`src/rtl/vid_dma_pkg.sv`:
```
// vid_dma_pkg: shared constants, state encoding and helpers for the video DMA prefetch engine.
// Revision 1.0
`default_nettype none

package vid_dma_pkg;

  localparam logic [2:0] CTI_CLASSIC = 3'b000;
  localparam logic [2:0] CTI_INCR    = 3'b010;
  localparam logic [2:0] CTI_END     = 3'b111;

  localparam int BURST_BEATS = 4;
  localparam int GAP_CYCLES  = 2;

  typedef enum logic [1:0] {
    ST_IDLE  = 2'd0,
    ST_ARM   = 2'd1,
    ST_BURST = 2'd2,
    ST_GAP   = 2'd3
  } vid_dma_state_t;

  function automatic logic [23:0] align16(input logic [23:0] a);
    return {a[23:4], 4'b0000};
  endfunction

endpackage

`default_nettype wire

```
`src/rtl/vid_dma_fifo.sv`:
```
// vid_dma_fifo: single-clock FIFO with registered read port; flush overrides push and pop.
// Revision 1.0
`default_nettype none

module vid_dma_fifo #(
  parameter int DEPTH = 16,
  parameter int WIDTH = 32
) (
  input  logic                     clk,
  input  logic                     rst_n,
  input  logic                     flush,
  input  logic                     push,
  input  logic [WIDTH-1:0]         din,
  input  logic                     pop,
  output logic [WIDTH-1:0]         dout,
  output logic                     dout_valid,
  output logic [$clog2(DEPTH):0]   count
);
  import vid_dma_pkg::*;

  localparam int          AW     = $clog2(DEPTH);
  localparam logic [AW:0] C_FULL = (AW + 1)'(DEPTH);

  logic [WIDTH-1:0] mem [DEPTH];
  logic [AW-1:0]    wr_ptr;
  logic [AW-1:0]    rd_ptr;
  logic [AW:0]      cnt;
  logic             do_push;
  logic             do_pop;

  assign do_push = push && !flush && (cnt != C_FULL);
  assign do_pop  = pop && !flush && (cnt != '0);
  assign count   = cnt;

  always_ff @(posedge clk) begin
    if (do_push) begin
      mem[wr_ptr] <= din;
    end
  end

  // dout keeps its last value on an empty pop so the shifter sees stable data.
  always_ff @(posedge clk) begin
    if (!rst_n) begin
      wr_ptr     <= '0;
      rd_ptr     <= '0;
      cnt        <= '0;
      dout       <= '0;
      dout_valid <= 1'b0;
    end else if (flush) begin
      wr_ptr     <= '0;
      rd_ptr     <= '0;
      cnt        <= '0;
      dout_valid <= 1'b0;
    end else begin
      dout_valid <= do_pop;
      if (do_push) begin
        wr_ptr <= wr_ptr + 1'b1;
      end
      if (do_pop) begin
        rd_ptr <= rd_ptr + 1'b1;
        dout   <= mem[rd_ptr];
      end
      case ({do_push, do_pop})
        2'b10:   cnt <= cnt + 1'b1;
        2'b01:   cnt <= cnt - 1'b1;
        default: cnt <= cnt;
      endcase
    end
  end

endmodule

`default_nettype wire

```
`src/rtl/vid_dma_fetch.sv`:
```
// vid_dma_fetch: Wishbone 4-beat burst prefetcher feeding a word FIFO for the video shifter.
// Optional underrun counter port enabled by defining VID_DMA_UNDERRUN_EN. Revision 1.0
`default_nettype none

module vid_dma_fetch #(
  parameter int FIFO_DEPTH  = 16,
  parameter int BURST_BEATS = 4
) (
  input  logic        wb_clk,
  input  logic        wb_rst_n,
  input  logic        dma_start,
  input  logic [23:0] dma_base,
  input  logic [15:0] dma_words,
  output logic        dma_busy,
  output logic        dma_done,
  input  logic        pix_rd,
  output logic [31:0] pix_data,
  output logic        pix_valid,
  output logic        pix_empty,
  output logic [23:0] wb_adr,
  output logic        wb_cyc,
  output logic        wb_stb,
  output logic        wb_we,
  output logic [3:0]  wb_sel,
  output logic [2:0]  wb_cti,
  input  logic [31:0] wb_dat_i,
  input  logic        wb_ack
`ifdef VID_DMA_UNDERRUN_EN
  ,
  output logic [15:0] underrun_cnt
`endif
);
  import vid_dma_pkg::*;

  localparam int CW = $clog2(FIFO_DEPTH) + 1;
  localparam int GW = (GAP_CYCLES > 1) ? $clog2(GAP_CYCLES) : 1;

  vid_dma_state_t state_q, state_d;
  logic [23:0]    addr_q, addr_d;
  logic [13:0]    remain_q, remain_d;
  logic [1:0]     beat_q, beat_d;
  logic [GW-1:0]  gap_q, gap_d;
  logic           discard_q, discard_d;
  logic           cyc_q, cyc_d;
  logic [2:0]     cti_q, cti_d;
  logic [23:0]    adr_q, adr_d;
  logic           done_q, done_d;

  logic           fifo_push;
  logic           fifo_flush;
  logic [CW-1:0]  fifo_count;
  logic           space_ok;
  logic           ack_ok;
  logic           last_beat;
  logic [23:0]    new_addr;
  logic [13:0]    new_remain;
  logic           unused_bits;

  assign unused_bits = ^{dma_base[3:0], dma_words[1:0]};

  assign new_addr   = align16(dma_base);
  assign new_remain = dma_words[15:2];
  assign space_ok   = (CW'(FIFO_DEPTH) - fifo_count) >= CW'(BURST_BEATS);
  assign ack_ok     = wb_ack && cyc_q;
  assign last_beat  = ack_ok && (beat_q == 2'(BURST_BEATS - 1));

  always_ff @(posedge wb_clk) begin
    if (!wb_rst_n) begin
      state_q   <= ST_IDLE;
      addr_q    <= '0;
      remain_q  <= '0;
      beat_q    <= '0;
      gap_q     <= '0;
      discard_q <= 1'b0;
      cyc_q     <= 1'b0;
      cti_q     <= CTI_CLASSIC;
      adr_q     <= '0;
      done_q    <= 1'b0;
    end else begin
      state_q   <= state_d;
      addr_q    <= addr_d;
      remain_q  <= remain_d;
      beat_q    <= beat_d;
      gap_q     <= gap_d;
      discard_q <= discard_d;
      cyc_q     <= cyc_d;
      cti_q     <= cti_d;
      adr_q     <= adr_d;
      done_q    <= done_d;
    end
  end

  always_comb begin
    state_d    = state_q;
    addr_d     = addr_q;
    remain_d   = remain_q;
    beat_d     = beat_q;
    gap_d      = gap_q;
    discard_d  = discard_q;
    cyc_d      = cyc_q;
    cti_d      = cti_q;
    adr_d      = adr_q;
    done_d     = 1'b0;
    fifo_push  = 1'b0;
    fifo_flush = 1'b0;

    if (dma_start && (state_q != ST_BURST)) begin
      // Outside a bus burst a restart takes effect immediately.
      fifo_flush = 1'b1;
      addr_d     = new_addr;
      remain_d   = new_remain;
      if (new_remain == '0) begin
        state_d = ST_IDLE;
        done_d  = 1'b1;
      end else begin
        state_d = ST_ARM;
      end
    end else begin
      case (state_q)
        ST_ARM: begin
          if (space_ok) begin
            cyc_d   = 1'b1;
            cti_d   = CTI_INCR;
            adr_d   = addr_q;
            beat_d  = '0;
            state_d = ST_BURST;
          end
        end
        ST_BURST: begin
          if (ack_ok) begin
            fifo_push = !discard_q;
            beat_d    = beat_q + 1'b1;
          end
          if (last_beat) begin
            cyc_d     = 1'b0;
            cti_d     = CTI_CLASSIC;
            gap_d     = '0;
            discard_d = 1'b0;
            state_d   = ST_GAP;
            if (!discard_q && !dma_start) begin
              addr_d   = addr_q + 24'd16;
              remain_d = remain_q - 1'b1;
              done_d   = (remain_q == 14'd1);
            end
          end
          // The controller cannot abort a burst: drain it, dropping the rest.
          if (dma_start) begin
            fifo_flush = 1'b1;
            addr_d     = new_addr;
            remain_d   = new_remain;
            discard_d  = !last_beat;
          end
        end
        ST_GAP: begin
          if (gap_q == GW'(GAP_CYCLES - 1)) begin
            state_d = (remain_q != '0) ? ST_ARM : ST_IDLE;
          end else begin
            gap_d = gap_q + 1'b1;
          end
        end
        default: begin
          state_d = ST_IDLE;
        end
      endcase
    end
  end

  vid_dma_fifo #(
    .DEPTH (FIFO_DEPTH),
    .WIDTH (32)
  ) u_fifo (
    .clk        (wb_clk),
    .rst_n      (wb_rst_n),
    .flush      (fifo_flush),
    .push       (fifo_push),
    .din        (wb_dat_i),
    .pop        (pix_rd),
    .dout       (pix_data),
    .dout_valid (pix_valid),
    .count      (fifo_count)
  );

`ifdef VID_DMA_UNDERRUN_EN
  logic [15:0] underrun_q;

  always_ff @(posedge wb_clk) begin
    if (!wb_rst_n) begin
      underrun_q <= '0;
    end else if (dma_start) begin
      underrun_q <= '0;
    end else if (pix_rd && (fifo_count == '0) && (underrun_q != 16'hFFFF)) begin
      underrun_q <= underrun_q + 16'd1;
    end
  end

  assign underrun_cnt = underrun_q;
`endif

  assign dma_busy  = (state_q != ST_IDLE);
  assign dma_done  = done_q;
  assign pix_empty = (fifo_count == '0);
  assign wb_adr    = adr_q;
  assign wb_cyc    = cyc_q;
  assign wb_stb    = cyc_q;
  assign wb_we     = 1'b0;
  assign wb_sel    = 4'hF;
  assign wb_cti    = cti_q;

endmodule

`default_nettype wire

```
`config.mk`:
```
export PLATFORM = sky130hd
export DESIGN_NAME = vid_dma_fetch
export DESIGN_NICKNAME = d
export VERILOG_FILES = /design/src/rtl/vid_dma_pkg.sv /design/src/rtl/vid_dma_fifo.sv /design/src/rtl/vid_dma_fetch.sv
export SDC_FILE = /design/constraint.sdc
export NUM_CORES = 1
export LEC_CHECK = 0
export CORE_MARGIN = 3
export CORE_UTILIZATION = 27
export DETAILED_ROUTE_END_ITERATION = 8
export GPL_TIMING_DRIVEN = 1
export SLEW_MARGIN = 20
export SYNTH_ARGS = -nofsm -noshare
export SYNTH_HDL_FRONTEND = slang
export SYNTH_SLANG_ARGS = --single-unit
```
`constraint.sdc`:
```
create_clock -name wb_clk -period 4.4 [get_ports wb_clk]
set_input_delay 0.88 -clock wb_clk [delete_from_list [all_inputs] [get_ports wb_clk]]
set_output_delay 0.88 -clock wb_clk [all_outputs]
set_load 0.01 [all_outputs]
```
==> flow_metrics.py, run 1 <==
metrics = {
    "drt": {
        "drc": 0,
        "ant_nets": 0,
        "viasPerCell": 4.74,
        "detail_route.wl_per_cell_um": 20.5,
        "drt-pass1-iter-count": 5,
        "drt_iter0_markers": 938,
        "via_count": 13290,
        "wl_um": 57400,
    },
    "grt": {
        "grt_max_degree": 48,
        "antenna_found_initial": 4,
        "grt_pass1_vias": 13695,
        "grt_pass1_wl_um": 86800,
        "gr-usage-all-layers_pct": 12.0,
        "grt.overflow.total": 0,
    },
    "die": {
        "io_pins": 147,
        "die-area_um2": 94900,
        "die_w_um": 308,
        "initial_utilization_pct": 27.3,
        "rows": 110,
        "die_h_um": 308,
        "fp.coreArea_um2": 90300,
    },
    "sta": {
        "setup_viol": 0,
        "slew_headroom_pct": 29.9,
        "worst_pin_slew_ns": 1.05,
        "slew_violations": 0,
        "rsz0062_at_grt": "no",
        "finalHoldViolCount": 0,
        "hold_slack_ns": 0.455,
        "tns_ns": 0,
        "period_share_pct": 75.5,
        "clock-skew-final_ns": 0.0304,
        "min_period_ns": 3.32,
        "max_freq_mhz": 301,
    },
    "setup_path": {
        "cp_max_fo": 7,
        "crit_required_ns": 4.85,
        "start_kind": "flip-flop",
        "endpoint_kind": "flip-flop",
        "critPathArrivalTime_ns": 3.78,
        "critPathKind": "reg2reg",
    },
    "finish": {
        "final_core_util_pct": 33.0,
        "area_growth_pct": 21.1,
        "layout-drive-gt1-share_pct": 20.6,
        "nets": 1669,
        "stdcell_count": 2802,
    },
    "worst_hold_path": {
        "min_path_type": "reg2reg",
    },
    "clocking": {
        "cts_tree": "built",
        "cts_root_buf": "clkbuf_16",
        "htreeDepth": 3,
        "clk_pin_slew_worst_paths_ns": 0.06,
        "cts_sinks": 628,
        "insertion_delay_ns": 0.60,
        "ctsHoldBuffers": 0,
        "cts_max_path_buffers": 3,
        "ctsResizeCount": 0,
        "post_cts_buffers": 0,
        "cts_buffers": 66,
    },
    "run": {
        "maxCapViolations": 0,
    },
    "yosys": {
        "syn_avg_cell_area_um2": 17.3,
        "ys_warn_count": 0,
        "synthArstFlopShare_pct": 0,
        "synth_area_leaders": "edfxtp_1, mux4_2, dfxtp_1",
        "ys_ff_latch": 628,
        "ys_top_cells_by_count": "edfxtp_1, mux4_2, dfxtp_1",
        "synth_most_common_cell": "edfxtp_1",
        "synth-edff-count": 512,
        "yosys.area.top_type": "edfxtp_1",
        "ys_types": 67,
        "synthFlopType": "edfxtp_1",
        "synth_top_area_share_pct": 62.4,
        "synth_area_um2": 24600,
        "postSynthCellCount": 1422,
        "ys_seq_area_share_pct": 71.8,
    },
    "placement": {
        "portBuffers": 133,
        "dp_cells": 2681,
        "hpwl_um": 33500,
        "place.gp.congestion": 0.811,
    },
    "outcome": {
        "status": "finished, final reports clean",
    },
    "power_and_ir_drop": {
        "leakage_nw": 9.17,
        "peakVddDrop_v": 0.000279,
        "powerDensity_nw_per_um2": 416,
    },
}
## state kept, by name, indices dropped and copies added, names as in the netlist
signal,count
beat_q,2
wb_cti,1
u_fifo.mem,512
u_fifo.wr_ptr,4
remain_q,14
u_fifo.count,5
wb_adr,24
gap_q,1
dma_done,1
addr_q,24
u_fifo.dout,32
discard_q,1
u_fifo.dout_valid,1
state_q,2
u_fifo.rd_ptr,4
## routing by layer
layer  track usage [%]  part of all wire (%)  vias to the layer above
li1                  -                     -                     5963
met5                 0                 0.064                        -
met4              3.36                   2.2                        6
met1              15.8                    44                     6852
met3              3.08                   6.4                       79
met2              19.8                    48                      390
## critical path, stage by stage, from the launching register on
cell      delay (ns)
dfxtp_1         0.39
nor4_4          0.39
ha_1            0.29
nor2b_1         0.08
buf_4           0.17
and2_2          0.24
ha_1            0.30
xor2_1          0.17
ha_1            0.18
a21oi_1         0.24
o22ai_1         0.13
a222oi_1        0.38
or3_1           0.16
a21oi_1         0.06
## placed cells by master, fill, tap and decap left out, types with 4 or more instances in the layout
cell,n
edfxtp_1,512
clkdlybuf4s50_1,132
mux4_2,128
dfxtp_1,113
nand2_1,84
nor2_1,74
clkbuf_16,67
a21oi_1,58
o22ai_1,35
mux2_2,31
o221ai_1,31
o21ai_0,26
buf_4,25
ha_1,19
inv_1,16
xor2_1,15
nor3_1,15
clkinv_2,15
buf_12,15
nand3_1,13
nor2_4,12
and3_1,10
clkbuf_1,10
nor4_1,9
xnor2_1,8
nand4_1,8
clkbuf_8,8
nor2b_1,7
nand2b_1,7
a31oi_1,7
conb_1,7
mux2i_1,6
bufinv_16,6
a22oi_1,5
o21a_1,5
clkinv_1,5
nor3_2,4
o21ai_1,4
a211oi_1,4
and4_1,4
## cells by family after synthesis
kind of cell	Yosys count	share of synthesized area (%)
AO/OA/AOI/OAI	205	5.48
XOR/XNOR	23	0.818
adder cells (fa/ha/maj)	19	0.965
buffers and inverters	112	2.23
flip-flops	628	71.8
multiplexers	166	13.4
other	2	0.0305
AND/OR/NAND/NOR	267	5.24
## metrics by stage
step	setup slack [ns]	cell area (µm²)	total power, mW
4_1_cts	1.07	29800	12.6
3_3_place_gp	0.703	27600	6.88
5_1_grt	0.839	29800	12.8
3_5_place_dp	0.723	27600	6.89
2_1_floorplan	0.00918	24700	6.71
6_report	1.08	29800	12.4
## path summary, 6_finish.rpt
| path | slack, ns | from | cells after the start | endpoint |
|---|---|---|---|---|
| max | 1.08 | u_fifo.count[0] | 13 | u_fifo.count[4] |
| min | 0.45 | wb_adr[4] | 2 | wb_adr[4] |
| min reg2reg | 0.45 | wb_adr[4] | 2 | wb_adr[4] |
| max reg2reg | 1.08 | u_fifo.count[0] | 13 | u_fifo.count[4] |
## layout make-up
cell class                      instances  area [µm²]
Multi-Input combinational cell        687        6530
Sequential cell                       628       17700
Clock buffer                           85        1820
Tap cell                             1176        1470
Antenna cell                            1        2.50
Inverter                               17        63.8
Clock inverter                         35         414
Fill cell                            8616       60500
Timing Repair Buffer                  173        1810
## where the power goes
part	leakage [nW]	switching, mW	internal, mW
combinational	2.53	0.181	0.117
sequential	5.54	0.0270	6.44
clock	1.10	2.33	3.32
total	9.17	2.53	9.88
No activity file was read; power rests on OpenSTA's default activity.
==> run 2: changes to the inputs <==
==> constraint.sdc (replaced) <==
create_clock -name wb_clk -period 2.8 [get_ports wb_clk]
set_input_delay 0.56 -clock wb_clk [delete_from_list [all_inputs] [get_ports wb_clk]]
set_output_delay 0.56 -clock wb_clk [all_outputs]
set_load 0.01 [all_outputs]
==> run 2 against run 1 <==
Against the previous run:
- clock skew down 0.0051 ns
- power up 56%
- design area up 1.9%
- sequential share of layout area down 1.1 points
- die area unchanged
- combinational power up 62%
- via count up 2.5%
- clock-buffer cell count up 12
- global-route usage up 0.39 points
- sequential cell count unchanged
- non-clock buffer count up 52
- register-to-register slack worse by 0.97 ns
- critical endpoint unchanged
- highest routed layer unchanged
==> flow_metrics.py, run 2 (synthesized netlist as in run 1, its figures left out) <==
metrics = {
    "finish": {
        "layout-drive-gt1-share_pct": 23.0,
        "nets": 1724,
        "top_regs": "u_fifo.mem x512, u_fifo.dout x32",
        "final_common_cell": "edfxtp_1",
        "final_cell_mix": "edfxtp_1, clkdlybuf4s50_1, mux4_2",
        "area_growth_pct": 23.4,
        "largest_register_ffs": 512,
        "largest_register": "u_fifo.mem",
    },
    "clocking": {
        "insertion_delay_ns": 0.60,
        "cts_tree": "built",
        "cts_max_path_buffers": 3,
        "cts_root_buf": "clkbuf_16",
        "htreeDepth": 3,
        "cts_buffers": 69,
        "ctsHoldBuffers": 0,
        "cts_sinks": 628,
        "clk_pin_slew_worst_paths_ns": 0.06,
    },
    "worst_hold_path": {
        "min_path_type": "in2reg",
    },
    "grt": {
        "grt_pass1_wl_um": 89200,
        "grt_max_degree": 39,
        "antenna_found_initial": 2,
        "grt.overflow.total": 0,
        "gr-usage-all-layers_pct": 12.4,
        "grt_pass1_vias": 14040,
    },
    "die": {
        "die_h_um": 308,
        "initial_utilization_pct": 27.3,
        "io_pins": 147,
        "die-area_um2": 94900,
        "die_w_um": 308,
        "fp.coreArea_um2": 90300,
        "rows": 110,
    },
    "setup_path": {
        "cpPeakStageDelay_ns": 0.38,
        "critPathArrivalTime_ns": 3.16,
        "cp_num_buf_inv": 1,
        "critPathKind": "reg2reg",
        "cp_max_fo": 4,
        "cpMostUsedCell": "ha_2",
        "endpoint_kind": "flip-flop",
        "crit_path_cell_trace": "nor4_4 > ha_2 > buf_6 > nor2b_4 > and2_4 > ha_4 > xor2_1 > ha_2 > a21oi_4 > o22ai_2 > a222oi_1 > or3_1 > a21oi_2",
        "start_kind": "flip-flop",
        "cpLargestDelayFamily": "simple AND/OR/NAND/NOR gates",
        "crit_required_ns": 3.27,
        "slowest_stage": "a222oi_1",
    },
    "drt": {
        "viasPerCell": 4.76,
        "detail_route.wl_per_cell_um": 20.7,
        "drc": 0,
        "via_count": 13624,
        "drt-pass1-iter-count": 5,
        "wl_um": 59300,
        "drt_iter0_markers": 1148,
        "ant_nets": 0,
    },
    "power_and_ir_drop": {
        "powerDensity_nw_per_um2": 636,
        "total_power_mw": 19.4,
        "peakVddDrop_v": 0.000440,
        "leakage_nw": 9.41,
    },
    "sta": {
        "hold_slack_ns": 0.359,
        "clock-skew-final_ns": 0.0253,
        "finalHoldViolCount": 0,
        "worst_pin_slew_ns": 0.823,
        "slew_violations": 0,
        "slew_headroom_pct": 45.1,
        "period_share_pct": 96.0,
        "setup_viol": 0,
        "rsz0062_at_grt": "yes",
        "max_freq_mhz": 372,
        "min_period_ns": 2.69,
    },
    "outcome": {
        "status": "finished, final reports clean",
    },
    "placement": {
        "hpwl_um": 36700,
        "place.gp.congestion": 0.857,
        "portBuffers": 133,
    },
    "run": {
        "maxCapViolations": 0,
    },
}
==> run 2: cell types whose count changed in the layout (fill, tap and decap cells not counted), sizes merged <==
cell / previous run / this run
buf: 41 / 93
bufinv: 6 / 3
clkbuf: 85 / 97
clkdlybuf4s50: 132 / 131
clkinv: 24 / 19
clkinvlp: 2 / 3
dlymetal6s2s: 0 / 1
inv: 20 / 22
==> run 2: per-stage QoR <==
step	util, %	worst slack, ns	cells	area, µm²	setup TNS (ns)
after global placement	31.2	-0.363	2731	28200	-0.648
final	33.7	0.111	2861	30400	0
after CTS	33.6	0.0183	2859	30400	0
after global routing	33.7	-0.0433	2860	30400	-0.0433
after floorplan	-	-0.421	1427	24800	-159.47
after detailed placement	31.2	-0.271	2731	28200	-1.37
==> run 2: metal layers <==
metal	share of wire (%)	wire length, µm	global-route usage (%)
met3	6.4	3780	3.08
met5	0.044	26	0
met2	48	28700	20.6
met1	43	25400	16.2
met4	2.3	1360	3.61
==> run 2: repair_timing <==
| item | 4_1_cts | 5_1_grt |
|---|---|---|
| buffers inserted | 1 | 1 |
| gates cloned | 0 | 0 |
| setup endpoints to repair | 1 | 2 |
| resized for setup | 0 | 9 |
| pin swaps | 1 | 4 |
==> run 2: worst paths after layout <==
check,end,from,cells past startpoint,slack (ns)
worst max register to register,u_fifo.count[4],u_fifo.count[1],13,0.11
worst max-delay path,u_fifo.count[4],u_fifo.count[1],13,0.11
worst min register to register,wb_adr[18],wb_adr[18],2,0.46
worst min-delay path,addr_q[18],wb_rst_n,2,0.36
==> run 2: layout make-up <==
class                      count  area [µm²]
antenna                        1        2.50
clock buffer                  97        1890
clock inverter                30         303
fill                        8562       59900
inverter                      17        63.8
multi-input combinational    687        6600
sequential                   628       17700
tap                         1176        1470
timing repair buffer         225        2360
==> run 2: where the power goes <==
part | leakage, nW | internal (mW) | switching (mW)
Combinational | 2.82 | 0.192 | 0.292
Sequential | 5.55 | 10.1 | 0.0412
Clock | 1.05 | 5.06 | 3.65
==> run 2: worst reg2reg max path: stages, from the launching register on <==
cell      delay (ns)
dfxtp_2         0.33
nor4_4          0.35
ha_2            0.25
buf_6           0.10
nor2b_4         0.03
and2_4          0.15
ha_4            0.16
xor2_1          0.14
ha_2            0.19
a21oi_4         0.15
o22ai_2         0.09
a222oi_1        0.39
or3_1           0.18
a21oi_2         0.05
